$ cat config.mk
export PLATFORM = sky130hd
export DESIGN_NAME = multicycle_control_unit_flat
export DESIGN_NICKNAME = d
export VERILOG_FILES = /design/src/rtl/multicycle_control_unit_if.sv /design/src/rtl/multicycle_control_unit.sv /design/src/flat_wrapper.sv
export SDC_FILE = /design/constraint.sdc
export NUM_CORES = 1
export LEC_CHECK = 0
export ABC_CLOCK_PERIOD_IN_PS = 2700
export BUFFER_PORTS_ARGS = -buffer_cell sky130_fd_sc_hd__buf_2
export CORE_ASPECT_RATIO = 0.8
export CORE_MARGIN = 5
export CORE_UTILIZATION = 45
export CTS_CLUSTER_SIZE = 20
export DETAILED_ROUTE_END_ITERATION = 10
export HOLD_SLACK_MARGIN = 0.1
export PLACE_DENSITY = 0.81
export SYNTH_ARGS = -nofsm -noshare
export SYNTH_HDL_FRONTEND = slang
export SYNTH_SLANG_ARGS = --single-unit
$ cat constraint.sdc
create_clock -name clk -period 2.7 [get_ports clk]
set_input_delay 0.27 -clock clk [delete_from_list [all_inputs] [get_ports clk]]
set_output_delay 0.27 -clock clk [all_outputs]
set_load 0.01 [all_outputs]
$ cat src/rtl/multicycle_control_unit_if.sv
`default_nettype none
// +--------------------------------------------------------------------------+
// | multicycle_control_unit_if : IR/ALU inputs and datapath control outputs   |
// | Revision: 1.0                                                            |
// +--------------------------------------------------------------------------+
interface multicycle_control_unit_if #(
    parameter int ALUCTRL_W = 3,
    parameter int CNT_W     = 32
);
    logic [5:0]           OpCode;
    logic [5:0]           Funct;
    logic                 Zero;
    logic                 mem_ready;
    logic                 IorD;
    logic                 MemWrite;
    logic                 IRWrite;
    logic                 RegDst;
    logic                 MemtoReg;
    logic                 RegWrite;
    logic                 ALUSrcA;
    logic [1:0]           ALUSrcB;
    logic [ALUCTRL_W-1:0] ALUControl;
    logic [1:0]           PCSrc;
    logic                 PCEn;
    logic [3:0]           state;
    logic                 illegal;
    logic [CNT_W-1:0]     retired;

    modport master (
        input  OpCode, Funct, Zero, mem_ready,
        output IorD, MemWrite, IRWrite, RegDst, MemtoReg, RegWrite,
               ALUSrcA, ALUSrcB, ALUControl, PCSrc, PCEn, state, illegal, retired
    );

    modport slave (
        output OpCode, Funct, Zero, mem_ready,
        input  IorD, MemWrite, IRWrite, RegDst, MemtoReg, RegWrite,
               ALUSrcA, ALUSrcB, ALUControl, PCSrc, PCEn, state, illegal, retired
    );
endinterface
`default_nettype wire

$ cat src/rtl/multicycle_control_unit.sv
`default_nettype none
// +--------------------------------------------------------------------------+
// | multicycle_control_unit : Moore FSM control for the MIPS multicycle path  |
// | Optional macro MULTICYCLE_CU_BNE_EN adds bne decode. Revision: 1.0        |
// +--------------------------------------------------------------------------+
module multicycle_control_unit #(
    parameter int ALUCTRL_W    = 3,
    parameter int CNT_W        = 32,
    parameter int ILLEGAL_HALT = 1
) (
    input  wire logic                   clk,
    input  wire logic                   rst,
    multicycle_control_unit_if.master   bus
);
    localparam logic [3:0] S_FETCH   = 4'd0;
    localparam logic [3:0] S_DECODE  = 4'd1;
    localparam logic [3:0] S_MEMADR  = 4'd2;
    localparam logic [3:0] S_MEMREAD = 4'd3;
    localparam logic [3:0] S_MEMWB   = 4'd4;
    localparam logic [3:0] S_MEMWR   = 4'd5;
    localparam logic [3:0] S_EXECUTE = 4'd6;
    localparam logic [3:0] S_ALUWB   = 4'd7;
    localparam logic [3:0] S_BRANCH  = 4'd8;
    localparam logic [3:0] S_ADDIEX  = 4'd9;
    localparam logic [3:0] S_ADDIWB  = 4'd10;
    localparam logic [3:0] S_JUMP    = 4'd11;
    localparam logic [3:0] S_ILLEGAL = 4'd12;

    localparam logic [5:0] OP_RTYPE = 6'b000000;
    localparam logic [5:0] OP_LW    = 6'b100011;
    localparam logic [5:0] OP_SW    = 6'b101011;
    localparam logic [5:0] OP_BEQ   = 6'b000100;
    localparam logic [5:0] OP_ADDI  = 6'b001000;
    localparam logic [5:0] OP_J     = 6'b000010;

    localparam logic [5:0] FN_ADD = 6'b100000;
    localparam logic [5:0] FN_SUB = 6'b100010;
    localparam logic [5:0] FN_AND = 6'b100100;
    localparam logic [5:0] FN_OR  = 6'b100101;
    localparam logic [5:0] FN_SLT = 6'b101010;

    localparam logic [2:0] ALU_ADD = 3'b010;
    localparam logic [2:0] ALU_SUB = 3'b110;
    localparam logic [2:0] ALU_AND = 3'b000;
    localparam logic [2:0] ALU_OR  = 3'b001;
    localparam logic [2:0] ALU_SLT = 3'b111;

    logic [3:0]       state_q, state_d;
    logic [CNT_W-1:0] retired_q, retired_d;

    logic       w_funct_ok;
    logic [2:0] w_funct_alu;
    logic       w_branch_cond;
    logic       w_done;

    logic       w_iord, w_mem_write, w_ir_write, w_reg_dst, w_mem_to_reg, w_reg_write;
    logic       w_src_a, w_pc_write, w_branch, w_illegal;
    logic [1:0] w_src_b, w_pc_src;
    logic [2:0] w_alu;

    always_comb begin
        w_funct_ok  = 1'b1;
        w_funct_alu = ALU_ADD;
        case (bus.Funct)
            FN_ADD:  w_funct_alu = ALU_ADD;
            FN_SUB:  w_funct_alu = ALU_SUB;
            FN_AND:  w_funct_alu = ALU_AND;
            FN_OR:   w_funct_alu = ALU_OR;
            FN_SLT:  w_funct_alu = ALU_SLT;
            default: w_funct_ok  = 1'b0;
        endcase
    end

`ifdef MULTICYCLE_CU_BNE_EN
    localparam logic [5:0] OP_BNE = 6'b000101;
    logic bne_flag_q;

    // Branch sense is captured while the opcode is still decoded.
    always_ff @(posedge clk) begin
        if (rst) begin
            bne_flag_q <= 1'b0;
        end else if (state_q == S_DECODE) begin
            bne_flag_q <= (bus.OpCode == OP_BNE);
        end
    end
    assign w_branch_cond = bus.Zero ^ bne_flag_q;
`else
    assign w_branch_cond = bus.Zero;
`endif

    always_ff @(posedge clk) begin
        if (rst) begin
            state_q   <= S_FETCH;
            retired_q <= '0;
        end else begin
            state_q   <= state_d;
            retired_q <= retired_d;
        end
    end

    always_comb begin
        state_d = S_FETCH;
        case (state_q)
            S_FETCH:   state_d = bus.mem_ready ? S_DECODE : S_FETCH;
            S_DECODE: begin
                case (bus.OpCode)
                    OP_RTYPE:     state_d = w_funct_ok ? S_EXECUTE : S_ILLEGAL;
                    OP_LW, OP_SW: state_d = S_MEMADR;
                    OP_BEQ:       state_d = S_BRANCH;
`ifdef MULTICYCLE_CU_BNE_EN
                    OP_BNE:       state_d = S_BRANCH;
`endif
                    OP_ADDI:      state_d = S_ADDIEX;
                    OP_J:         state_d = S_JUMP;
                    default:      state_d = S_ILLEGAL;
                endcase
            end
            S_MEMADR:  state_d = (bus.OpCode == OP_LW) ? S_MEMREAD : S_MEMWR;
            S_MEMREAD: state_d = bus.mem_ready ? S_MEMWB : S_MEMREAD;
            S_MEMWB:   state_d = S_FETCH;
            S_MEMWR:   state_d = bus.mem_ready ? S_FETCH : S_MEMWR;
            S_EXECUTE: state_d = S_ALUWB;
            S_ALUWB:   state_d = S_FETCH;
            S_BRANCH:  state_d = S_FETCH;
            S_ADDIEX:  state_d = S_ADDIWB;
            S_ADDIWB:  state_d = S_FETCH;
            S_JUMP:    state_d = S_FETCH;
            S_ILLEGAL: state_d = (ILLEGAL_HALT != 0) ? S_ILLEGAL : S_FETCH;
            default:   state_d = S_FETCH;
        endcase
    end

    // An instruction retires on the edge that leaves its last state for FETCH.
    always_comb begin
        case (state_q)
            S_MEMWB, S_ALUWB, S_BRANCH, S_ADDIWB, S_JUMP: w_done = 1'b1;
            S_MEMWR: w_done = bus.mem_ready;
            default: w_done = 1'b0;
        endcase
        retired_d = w_done ? retired_q + CNT_W'(1) : retired_q;
    end

    always_comb begin
        w_iord       = 1'b0;
        w_mem_write  = 1'b0;
        w_ir_write   = 1'b0;
        w_reg_dst    = 1'b0;
        w_mem_to_reg = 1'b0;
        w_reg_write  = 1'b0;
        w_src_a      = 1'b0;
        w_src_b      = 2'b00;
        w_alu        = ALU_AND;
        w_pc_src     = 2'b00;
        w_pc_write   = 1'b0;
        w_branch     = 1'b0;
        w_illegal    = 1'b0;
        case (state_q)
            S_FETCH: begin
                w_src_b    = 2'b01;
                w_alu      = ALU_ADD;
                w_ir_write = bus.mem_ready;
                w_pc_write = bus.mem_ready;
            end
            S_DECODE: begin
                w_src_b = 2'b11;
                w_alu   = ALU_ADD;
            end
            S_MEMADR, S_ADDIEX: begin
                w_src_a = 1'b1;
                w_src_b = 2'b10;
                w_alu   = ALU_ADD;
            end
            S_MEMREAD: w_iord = 1'b1;
            S_MEMWB: begin
                w_mem_to_reg = 1'b1;
                w_reg_write  = 1'b1;
            end
            S_MEMWR: begin
                w_iord      = 1'b1;
                w_mem_write = 1'b1;
            end
            S_EXECUTE: begin
                w_src_a = 1'b1;
                w_alu   = w_funct_alu;
            end
            S_ALUWB: begin
                w_reg_dst   = 1'b1;
                w_reg_write = 1'b1;
            end
            S_BRANCH: begin
                w_src_a  = 1'b1;
                w_alu    = ALU_SUB;
                w_pc_src = 2'b01;
                w_branch = 1'b1;
            end
            S_ADDIWB:  w_reg_write = 1'b1;
            S_JUMP: begin
                w_pc_src   = 2'b10;
                w_pc_write = 1'b1;
            end
            S_ILLEGAL: w_illegal = 1'b1;
            default: ;
        endcase
    end

    // Write strobes are suppressed while reset is held.
    assign bus.IorD       = w_iord;
    assign bus.MemWrite   = w_mem_write & ~rst;
    assign bus.IRWrite    = w_ir_write & ~rst;
    assign bus.RegDst     = w_reg_dst;
    assign bus.MemtoReg   = w_mem_to_reg;
    assign bus.RegWrite   = w_reg_write & ~rst;
    assign bus.ALUSrcA    = w_src_a;
    assign bus.ALUSrcB    = w_src_b;
    assign bus.ALUControl = ALUCTRL_W'(w_alu);
    assign bus.PCSrc      = w_pc_src;
    assign bus.PCEn       = (w_pc_write | (w_branch & w_branch_cond)) & ~rst;
    assign bus.state      = state_q;
    assign bus.illegal    = w_illegal;
    assign bus.retired    = retired_q;
endmodule
`default_nettype wire

$ cat src/flat_wrapper.sv
// flat-port wrapper written by rule: the top's interface ports become plain ports
module multicycle_control_unit_flat 
#(
    parameter int ALUCTRL_W    = 3,
    parameter int CNT_W        = 32,
    parameter int ILLEGAL_HALT = 1
)
  (clk, rst, bus_OpCode, bus_Funct, bus_Zero, bus_mem_ready, bus_IorD, bus_MemWrite, bus_IRWrite, bus_RegDst, bus_MemtoReg, bus_RegWrite, bus_ALUSrcA, bus_ALUSrcB, bus_ALUControl, bus_PCSrc, bus_PCEn, bus_state, bus_illegal, bus_retired);
  multicycle_control_unit_if #(.ALUCTRL_W(ALUCTRL_W), .CNT_W(CNT_W)) bus_i ();
  input  wire logic clk;
  input  wire logic rst;
  input wire logic [$bits(bus_i.OpCode)-1:0] bus_OpCode;
  input wire logic [$bits(bus_i.Funct)-1:0] bus_Funct;
  input wire logic [$bits(bus_i.Zero)-1:0] bus_Zero;
  input wire logic [$bits(bus_i.mem_ready)-1:0] bus_mem_ready;
  output wire logic [$bits(bus_i.IorD)-1:0] bus_IorD;
  output wire logic [$bits(bus_i.MemWrite)-1:0] bus_MemWrite;
  output wire logic [$bits(bus_i.IRWrite)-1:0] bus_IRWrite;
  output wire logic [$bits(bus_i.RegDst)-1:0] bus_RegDst;
  output wire logic [$bits(bus_i.MemtoReg)-1:0] bus_MemtoReg;
  output wire logic [$bits(bus_i.RegWrite)-1:0] bus_RegWrite;
  output wire logic [$bits(bus_i.ALUSrcA)-1:0] bus_ALUSrcA;
  output wire logic [$bits(bus_i.ALUSrcB)-1:0] bus_ALUSrcB;
  output wire logic [$bits(bus_i.ALUControl)-1:0] bus_ALUControl;
  output wire logic [$bits(bus_i.PCSrc)-1:0] bus_PCSrc;
  output wire logic [$bits(bus_i.PCEn)-1:0] bus_PCEn;
  output wire logic [$bits(bus_i.state)-1:0] bus_state;
  output wire logic [$bits(bus_i.illegal)-1:0] bus_illegal;
  output wire logic [$bits(bus_i.retired)-1:0] bus_retired;
  assign bus_i.OpCode = bus_OpCode;
  assign bus_i.Funct = bus_Funct;
  assign bus_i.Zero = bus_Zero;
  assign bus_i.mem_ready = bus_mem_ready;
  assign bus_IorD = bus_i.IorD;
  assign bus_MemWrite = bus_i.MemWrite;
  assign bus_IRWrite = bus_i.IRWrite;
  assign bus_RegDst = bus_i.RegDst;
  assign bus_MemtoReg = bus_i.MemtoReg;
  assign bus_RegWrite = bus_i.RegWrite;
  assign bus_ALUSrcA = bus_i.ALUSrcA;
  assign bus_ALUSrcB = bus_i.ALUSrcB;
  assign bus_ALUControl = bus_i.ALUControl;
  assign bus_PCSrc = bus_i.PCSrc;
  assign bus_PCEn = bus_i.PCEn;
  assign bus_state = bus_i.state;
  assign bus_illegal = bus_i.illegal;
  assign bus_retired = bus_i.retired;
  multicycle_control_unit #(.ALUCTRL_W(ALUCTRL_W), .CNT_W(CNT_W), .ILLEGAL_HALT(ILLEGAL_HALT)) u_core (.clk(clk), .rst(rst), .bus(bus_i));
endmodule
==> Word-level counts from Yosys, hierarchy flattened <==
Cells that the tools add are included.
{ "op_classes": {"n_addsub": 1, "n_eq_ne": 22, "mux": 23, "n_bitwise": 7, "reduce_logical": 10} }
{ "op_table": {"columns": ["operator", "count"], "rows": [
  ["equality test 6 bit (second input constant)", 7],
  ["adder 32 x 1 -> 32 bit (second input constant)", 1],
  ["case mux 4 bit (8 select lines)", 1],
  ["equality test 4 bit (second input constant)", 5],
  ["case mux 4 bit (5 select lines)", 1],
  ["equality test 4 x 3 -> 1 bit (second input constant)", 4],
  ["case mux 3 bit (4 select lines)", 1],
  ["two-way mux 1 bit", 11],
  ["OR reduction 5 bit", 2],
  ["two-way mux 3 bit", 3],
  ["case mux 3 bit (3 select lines)", 1],
  ["equality test 4 x 2 -> 1 bit (second input constant)", 2],
  ["OR reduction 4 bit", 2],
  ["equality test 6 x 2 -> 1 bit (second input constant)", 1],
  ["equality test 6 x 3 -> 1 bit (second input constant)", 1],
  ["equality test 6 x 4 -> 1 bit (second input constant)", 1],
  ["zero test 6 bit", 1],
  ["case mux 2 bit (3 select lines)", 1],
  ["OR reduction 2 bit", 3],
  ["bitwise AND 1 bit", 5],
  ["equality test 4 x 1 -> 1 bit (second input constant)", 1],
  ["zero test 4 bit", 1],
  ["two-way mux 4 bit", 1],
  ["case mux 1 bit (2 select lines)", 2],
  ["4 further kinds", 4]
]} }
{ "word_totals": {"ff_bits": 36, "elab_cells": 65} }

==> Longest topological paths before layout <==
Gate-level depths: netlist of the first run.
{ "depth": {"word_depth": 6, "ltp_mapped": 7, "mapped_depth_nobuf": 5} }

==> Worst setup path before layout of the first run <==
OpenSTA, ideal clock, no wires.
{ "synth_path": {"path_type": "flip-flop to flip-flop", "start": "register u_core.state_q[0], in the netlist u_core.bus.state[0]", "end": "register u_core.retired_q[27], in the netlist u_core.bus.retired[27]", "setup_ps": 71, "arrival_ps": 1988, "setup_slack_ps": 641, "path_stages_with_launch": 7, "path_cell_list": "dfxtp_1 -> buf_4 -> nand2b_1 -> a21oi_1 -> or4_4 -> or4_1 -> a21oi_1"} }
{ "synth_between": {"elab_chain_cells": 3, "elab_cells_between_ends": 8} }
{ "synth_rtl": {"columns": ["item", "line", "rtl"], "rows": [
  ["start: declaration", "multicycle_control_unit.sv:48", "logic [3:0] state_q, state_d;"],
  ["start signal: assignment", "multicycle_control_unit.sv:96", "state_q <= state_d;"],
  ["equality test 4 x 3 -> 1 bit or equality test 4 bit (tied branches)", "multicycle_control_unit.sv:135", "case (state_q)"],
  ["OR reduction 5 bit", "multicycle_control_unit.sv:135", null],
  ["case mux 1 bit (2 select lines) (*)", "multicycle_control_unit.sv:135", null],
  ["end signal: assignment", "multicycle_control_unit.sv:97", "retired_q <= retired_d;"],
  ["end: declaration", "multicycle_control_unit.sv:49", "logic [CNT_W-1:0] retired_q, retired_d;"]
]} }
Every way passes the cells marked *; elsewhere a longest branch is shown, timed or not.
A chain may end at the register's enable or synchronous reset.

==> Final worst setup path of the first run <==
{ "layout_path": {"start": "register u_core.retired_q[5], in the netlist u_core.bus.retired[5]", "end": "register u_core.retired_q[28], in the netlist u_core.bus.retired[28]"} }
{ "layout_between": {"elab_chain_cells": 1} }
{ "layout_rtl": {"columns": ["item", "line", "rtl"], "rows": [
  ["adder 32 x 1 -> 32 bit", "multicycle_control_unit.sv:140", "retired_d = w_done ? retired_q + CNT_W'(1) : retired_q;"]
]} }
Every way passes these cells.

==> results of run 1 <==
[critical path: cells and delay by family, from the launching register on]
| family | cells | cell delay [ns] |
|---|---|---|
| simple gates | 4 | 1.48 |
| flops | 1 | 0.42 |
| compound gates | 1 | 0.15 |
[cells in the mapped netlist, types with 5 or more instances]
cell | number | share of area, %
nand2_1 | 18 | 3.1
xnor2_1 | 15 | 6.1
dfxtp_1 | 36 | 33
clkbuf_1 | 11 | 1.9
nor3b_1 | 5 | 1.7
nand4_1 | 9 | 2.6
nor2_1 | 28 | 4.9
or3_1 | 14 | 4.1
nand3_1 | 9 | 2.1
inv_1 | 5 | 0.87
nand2b_1 | 5 | 1.5
a21oi_1 | 29 | 6.7
o31ai_1 | 5 | 1.7
o21ai_0 | 19 | 4.4
or4_1 | 8 | 2.8
nor3_1 | 18 | 4.2
[metal layers]
metal,wire (um),track usage [%],vias to the layer above
met5,0,0,-
met4,45,4.770,0
met3,385,4.654,6
met2,2464,26.00,82
met1,2686,26.28,1058
li1,-,-,1174
[placed cells by master (no fill, tap or decap), types with 2 or more instances in the layout]
cell	instances
buf_2	67
dfxtp_1	36
a21oi_1	29
nor2_1	28
o21ai_0	19
nor3_1	18
nand2_1	18
xnor2_1	15
or3_1	14
nand4_1	9
nand3_1	9
or4_1	8
clkbuf_8	7
buf_4	7
nand2b_1	5
inv_1	5
nor3b_1	5
o31ai_1	5
nor2b_1	4
and4_1	4
and2_1	4
nor4b_1	3
nor4_1	3
a31o_2	2
a31oi_1	2
mux2i_1	2
and3_1	2
o311ai_0	2
mux2_2	2
or4_4	2
[stage by stage]
step,util [%],hold WS [ns],std cells
2_1_floorplan,-,0.4413,283
3_3_place_gp,55.06,0.4795,400
3_5_place_dp,55.06,0.4925,400
4_1_cts,57.14,0.3201,407
5_1_grt,57.14,0.3420,407
6_report,57.14,0.3297,407
[registers in the layout, summed over array words and instances (netlist names)]
name	flops
u_core.bus.state	4
u_core.bus.retired	32
[layout make-up]
type | instances | area [um2]
Fill cell | 419 | 1982
Multi-Input combinational cell | 225 | 1344
Inverter | 5 | 18.77
Timing Repair Buffer | 74 | 387.9
Tap cell | 60 | 75.07
Sequential cell | 36 | 720.7
Clock buffer | 7 | 96.34
[kinds of logic (layout without fill, tap and decap cells)]
| logic type | after synthesis | in the layout | share of synthesized area, % |
|---|---|---|---|
| AND/OR/NAND/NOR | 138 | 138 | 35.34 |
| AO/OA/AOI/OAI | 66 | 66 | 17.93 |
| flip-flops | 36 | 36 | 33.43 |
| buffers and inverters | 22 | 86 | 4.237 |
| XOR/XNOR | 16 | 16 | 6.501 |
| multiplexers | 4 | 4 | 1.973 |
| adder cells (fa/ha/maj) | 1 | 1 | 0.5803 |
[power groups by stage]
stage | registers (mW) | logic, mW | clock network (mW)
floorplan | 0.563 | 0.118 | 0
global placement | 0.560 | 0.186 | 0
detailed placement | 0.561 | 0.187 | 0
CTS | 0.549 | 0.187 | 0.420
global route | 0.550 | 0.208 | 0.450
finish | 0.549 | 0.189 | 0.408
[worst min-delay path by stage]
stage | startpoint | end | slack, ns | cells past startpoint
after floorplan | rst | u_core.bus.state[0] | 0.44 | 3
after global placement | u_core.bus.retired[31] | u_core.bus.retired[31] | 0.48 | 2
after detailed placement | u_core.bus.retired[31] | u_core.bus.retired[31] | 0.49 | 2
after CTS | bus_OpCode[4] | u_core.bus.state[1] | 0.32 | 3
after global routing | bus_OpCode[4] | u_core.bus.state[1] | 0.34 | 3
final | bus_OpCode[4] | u_core.bus.state[1] | 0.33 | 3
==> impl_metrics.py, run 1 <==
metrics = {
    "sta": {
        "slew_headroom_pct": 63.87,
        "finalSetupViolations": 0,
        "max_freq_ghz": 0.4730,
        "final_max_slew_viol_count": 0,
        "rsz0062_at_grt": "no",
        "finalCritPeriodShare_pct": 78.31,
        "fin_ws_ns": 0.5857,
        "period_minus_slack_ns": 2.114,
        "skew_ns": 0.008481,
        "tightest_slew_ns": 0.5363,
        "tns_ns": 0,
        "final_hold_viol_count": 0,
    },
    "worst_setup_path": {
        "r2r_setup_slack_ns": 0.59,
        "crit_start": "u_core.bus.retired[5]",
        "reg2reg_to": "u_core.bus.retired[28]",
        "crit_path_top_delay_cell": "or4_4",
        "reg2reg_depth": 5,
        "crit_end": "u_core.bus.retired[28]",
        "crit_required_ns": 2.92,
        "critical_path_arrival_ns": 2.33,
        "crit_type": "reg2reg",
        "crit_fanout": 16,
        "regToRegStartpoint": "u_core.bus.retired[5]",
        "cpPeakStageDelay_ns": 0.53,
        "cp-start-kind": "flip-flop",
        "end_kind": "flip-flop",
        "crit_chain": "and4_1 > nand3_1 > or4_4 > or4_1 > a21oi_1",
    },
    "drt": {
        "drtIter0Drc": 278,
        "num_vias": 2320,
        "detail-route-antenna-nets": 0,
        "routed_wl_um": 5582,
        "via_per_inst": 5.700,
        "dr.pass1.iters": 4,
        "drc": 0,
        "wl_per_cell_um": 13.71,
    },
    "clock_network": {
        "cts_resized": 0,
        "numCtsBuffers": 5,
        "cts_sinks": 36,
        "clockBufferDepth": 2,
        "cts-htree-levels": 2,
        "clkTransAtPathRegs_ns": 0.07,
        "post_cts_buffers": 0,
        "ctsHoldBuffers": 0,
        "cts_root_buffer": "clkbuf_8",
        "clock_latency_ns": 0.28,
        "cts_tree": "done",
    },
    "yosys": {
        "async_flop_share_pct": 0,
        "synth.distinct_cells": 42,
        "syn_area_um2": 2156,
        "syn_nets": 300,
        "synth-seq-cells": 36,
        "synth-seq-area-share_pct": 33.43,
        "syn-instance-count": 283,
        "synth_area_per_cell_um2": 7.618,
        "synthFlopType": "dfxtp_1",
        "ys_warn_count": 0,
        "synth_edf_count": 0,
    },
    "pwr": {
        "p_comb_share_pct": 16.5,
        "pwr-share-seq_pct": 47.9,
        "finalPower_mw": 1.145,
        "clockPowerShare_pct": 35.6,
        "power.density_nw_per_um2": 433.5,
        "peakVddDrop_v": 0.0002148,
        "switching_share_pct": 26.59,
        "switching_power_uw": 304.6,
        "p_leak_nw": 1.014,
        "p_int_uw": 840.9,
    },
    "global_routing": {
        "grt_antenna_before_repair": 0,
        "grt_usage_pct": 17.96,
        "first_global_vias": 2043,
        "grt-ovfl-total": 0,
        "grt_pass1_wl_um": 9301,
        "grt_max_degree": 41,
    },
    "die": {
        "io_pins": 68,
        "die_w_um": 87.39,
        "rows": 22,
        "dieArea_um2": 6283,
        "fp.dieH_um": 71.91,
        "initial_core_util_pct": 46.62,
        "core_area_um2": 4624,
    },
    "placed_design": {
        "placed_area_um2": 2546,
        "place_worst_setup_slack_ns": 0.5441,
        "dp_hpwl_um": 4066,
        "gp_congestion": 0.8188,
        "port_buffers": 67,
    },
    "layout": {
        "antenna_cells": 0,
        "fin_area_um2": 2643,
        "layout.nets": 364,
        "layout-drive-gt1-share_pct": 25.65,
        "area_growth_pct": 22.58,
    },
    "min_path": {
        "min_path_type": "in2reg",
    },
    "outcome": {
        "outcome": "completed",
    },
    "job": {
        "cap_violations": 0,
    },
}
Note: power is estimated with default switching activity, not from simulation.
==> run 2: changes to the inputs <==
- ABC_CLOCK_PERIOD_IN_PS: 2700 -> 1730
- PLACE_DENSITY: 0.81 -> 0.84
- clock period: 2.7 -> 1.73 ns (I/O delays scaled with it)
==> run 2 against run 1 <==
Effect of this change:
- the flow now finishes with violations (setup timing)
- power rose by 71%
- critical path type unchanged
- die area did not move
- sequential power increased by 56%
- core utilization is 16 points higher
- non-clock buffer count rose by 53
- design area increased by 29%
- register-to-register slack worse by 0.91 ns
- setup slack got worse by 0.91 ns
- flip-flop and latch count unchanged
- clock-buffer cell count up 1
==> impl_metrics.py, run 2 (synthesis gave the netlist of run 1 again) <==
metrics = {
    "outcome": {
        "outcome": "finished, violations left",
        "violations": "setup timing",
    },
    "sta": {
        "period_minus_slack_ns": 2.056,
        "max_freq_ghz": 0.4863,
        "final_hold_viol_count": 0,
        "finalCritPeriodShare_pct": 118.9,
        "final_max_slew_viol_count": 0,
        "skew_ns": 0.006509,
        "slew_headroom_pct": 65.43,
        "fin_ws_ns": -0.3265,
        "finalSetupViolations": 24,
        "rsz0062_at_grt": "yes",
        "tightest_slew_ns": 0.5113,
        "fin_hold_ws_ns": 0.2373,
    },
    "clock_network": {
        "cts-htree-levels": 2,
        "clkTransAtPathRegs_ns": 0.08,
        "numCtsBuffers": 5,
        "clockBufferDepth": 2,
        "cts_tree": "done",
        "cts_root_buffer": "clkbuf_8",
        "clock_latency_ns": 0.29,
        "cts_sinks": 36,
    },
    "min_path": {
        "hold_path.startpoint": "bus_OpCode[4]",
        "holdPathStages": 3,
        "hold_end": "u_core.bus.state[1]",
        "min_path_type": "in2reg",
    },
    "worst_setup_path": {
        "cp-start-kind": "flip-flop",
        "critical_path_arrival_ns": 2.26,
        "regToRegStartpoint": "u_core.bus.state[3]",
        "crit_required_ns": 1.94,
        "end_kind": "flip-flop",
        "crit_type": "reg2reg",
        "reg2reg_depth": 7,
        "reg2reg_to": "u_core.bus.retired[17]",
        "r2r_setup_slack_ns": -0.33,
        "crit_fanout": 7,
    },
    "drt": {
        "detail-route-antenna-nets": 0,
        "wl_per_cell_um": 16.39,
        "via_per_inst": 5.850,
        "drc": 0,
        "num_vias": 2697,
        "dr.pass1.iters": 4,
        "drtIter0Drc": 154,
        "routed_wl_um": 7554,
    },
    "global_routing": {
        "grt-ovfl-total": 0,
        "grt_antenna_before_repair": 0,
        "first_global_vias": 2559,
        "grt_usage_pct": 21.69,
        "grt_max_degree": 41,
        "grt_pass1_wl_um": 11280,
    },
    "pwr": {
        "peakVddDrop_v": 0.0004047,
        "finalPower_mw": 1.954,
        "p_leak_nw": 1.426,
        "power.density_nw_per_um2": 574.3,
    },
    "die": {
        "die_w_um": 87.39,
        "initial_core_util_pct": 46.62,
        "rows": 22,
        "io_pins": 68,
        "dieArea_um2": 6283,
        "fp.dieH_um": 71.91,
        "core_area_um2": 4624,
    },
    "layout": {
        "layout-drive-gt1-share_pct": 48.63,
        "area_growth_pct": 57.86,
        "largest_register_ffs": 32,
        "antenna_cells": 0,
        "layout.nets": 417,
        "fillers": 326,
        "final_common_cell": "buf_2",
        "layout_common_cells": "buf_2 (67), buf_4 (49), nor2_1 (28)",
    },
    "job": {
        "cap_violations": 0,
    },
    "placed_design": {
        "dp_hpwl_um": 4876,
        "port_buffers": 67,
        "place_worst_setup_slack_ns": -0.2779,
        "gp_congestion": 0.8752,
    },
}
## run 2: layout make-up
class	count	area [um2]	share of cell area, %
sequential	36	758.2	22.28
clock buffer	8	100.1	2.941
multi-input combinational	225	1594	46.84
timing repair buffer	127	857.1	25.18
tap	60	75.07	2.206
inverter	5	18.77	0.5515
## run 2: timing repair
action,in CTS,in global routing
buffers inserted,8,6
resized for setup,17,42
pin swaps,9,15
hold buffers,0,0
setup endpoints to repair,25,35
## run 2: worst max-delay path, stage by stage, from the launching register on
cell	delay (ns)
dfxtp_4	0.36
and2b_2	0.23
o2111ai_2	0.12
buf_4	0.16
or4_4	0.45
buf_6	0.15
or3_1	0.33
a21oi_1	0.18
## run 2: metrics by stage
stage               util, %  cell area (um2)  TNS, ns  instances
CTS                   68.89             3186   -3.889        457
detailed placement    63.61             2942   -3.375        442
finish                73.59             3403   -4.324        461
floorplan                 -             2238   -1.263        283
global placement      63.61             2942   -2.159        442
global route          73.59             3403   -6.532        461
## run 2: metal layers
metal	wire length, um	part of all wire, %	vias to the layer above	GRT usage (%)
met2	3681	49	99	36.20
met5	0	0	-	0
met4	167	2.2	0	6.814
met3	482	6.4	21	5.221
li1	-	-	1275	-
met1	3223	43	1302	27.60
## run 2: power by group
part	total [mW]	switching (mW)	internal (mW)
registers	0.855	0.0176	0.837
logic	0.428	0.236	0.193
clock network	0.672	0.308	0.364
total	1.95	0.561	1.39
## run 2: worst max-delay path by stage
stage | from | endpoint | depth (start not counted)
5_1_grt | u_core.bus.state[3] | u_core.bus.retired[17] | 7
2_1_floorplan | u_core.bus.state[3] | u_core.bus.retired[28] | 5
3_5_place_dp | u_core.bus.state[3] | u_core.bus.retired[28] | 5
6_report | u_core.bus.state[3] | u_core.bus.retired[17] | 7
4_1_cts | u_core.bus.state[3] | u_core.bus.retired[27] | 6
3_3_place_gp | u_core.bus.state[3] | u_core.bus.retired[27] | 6
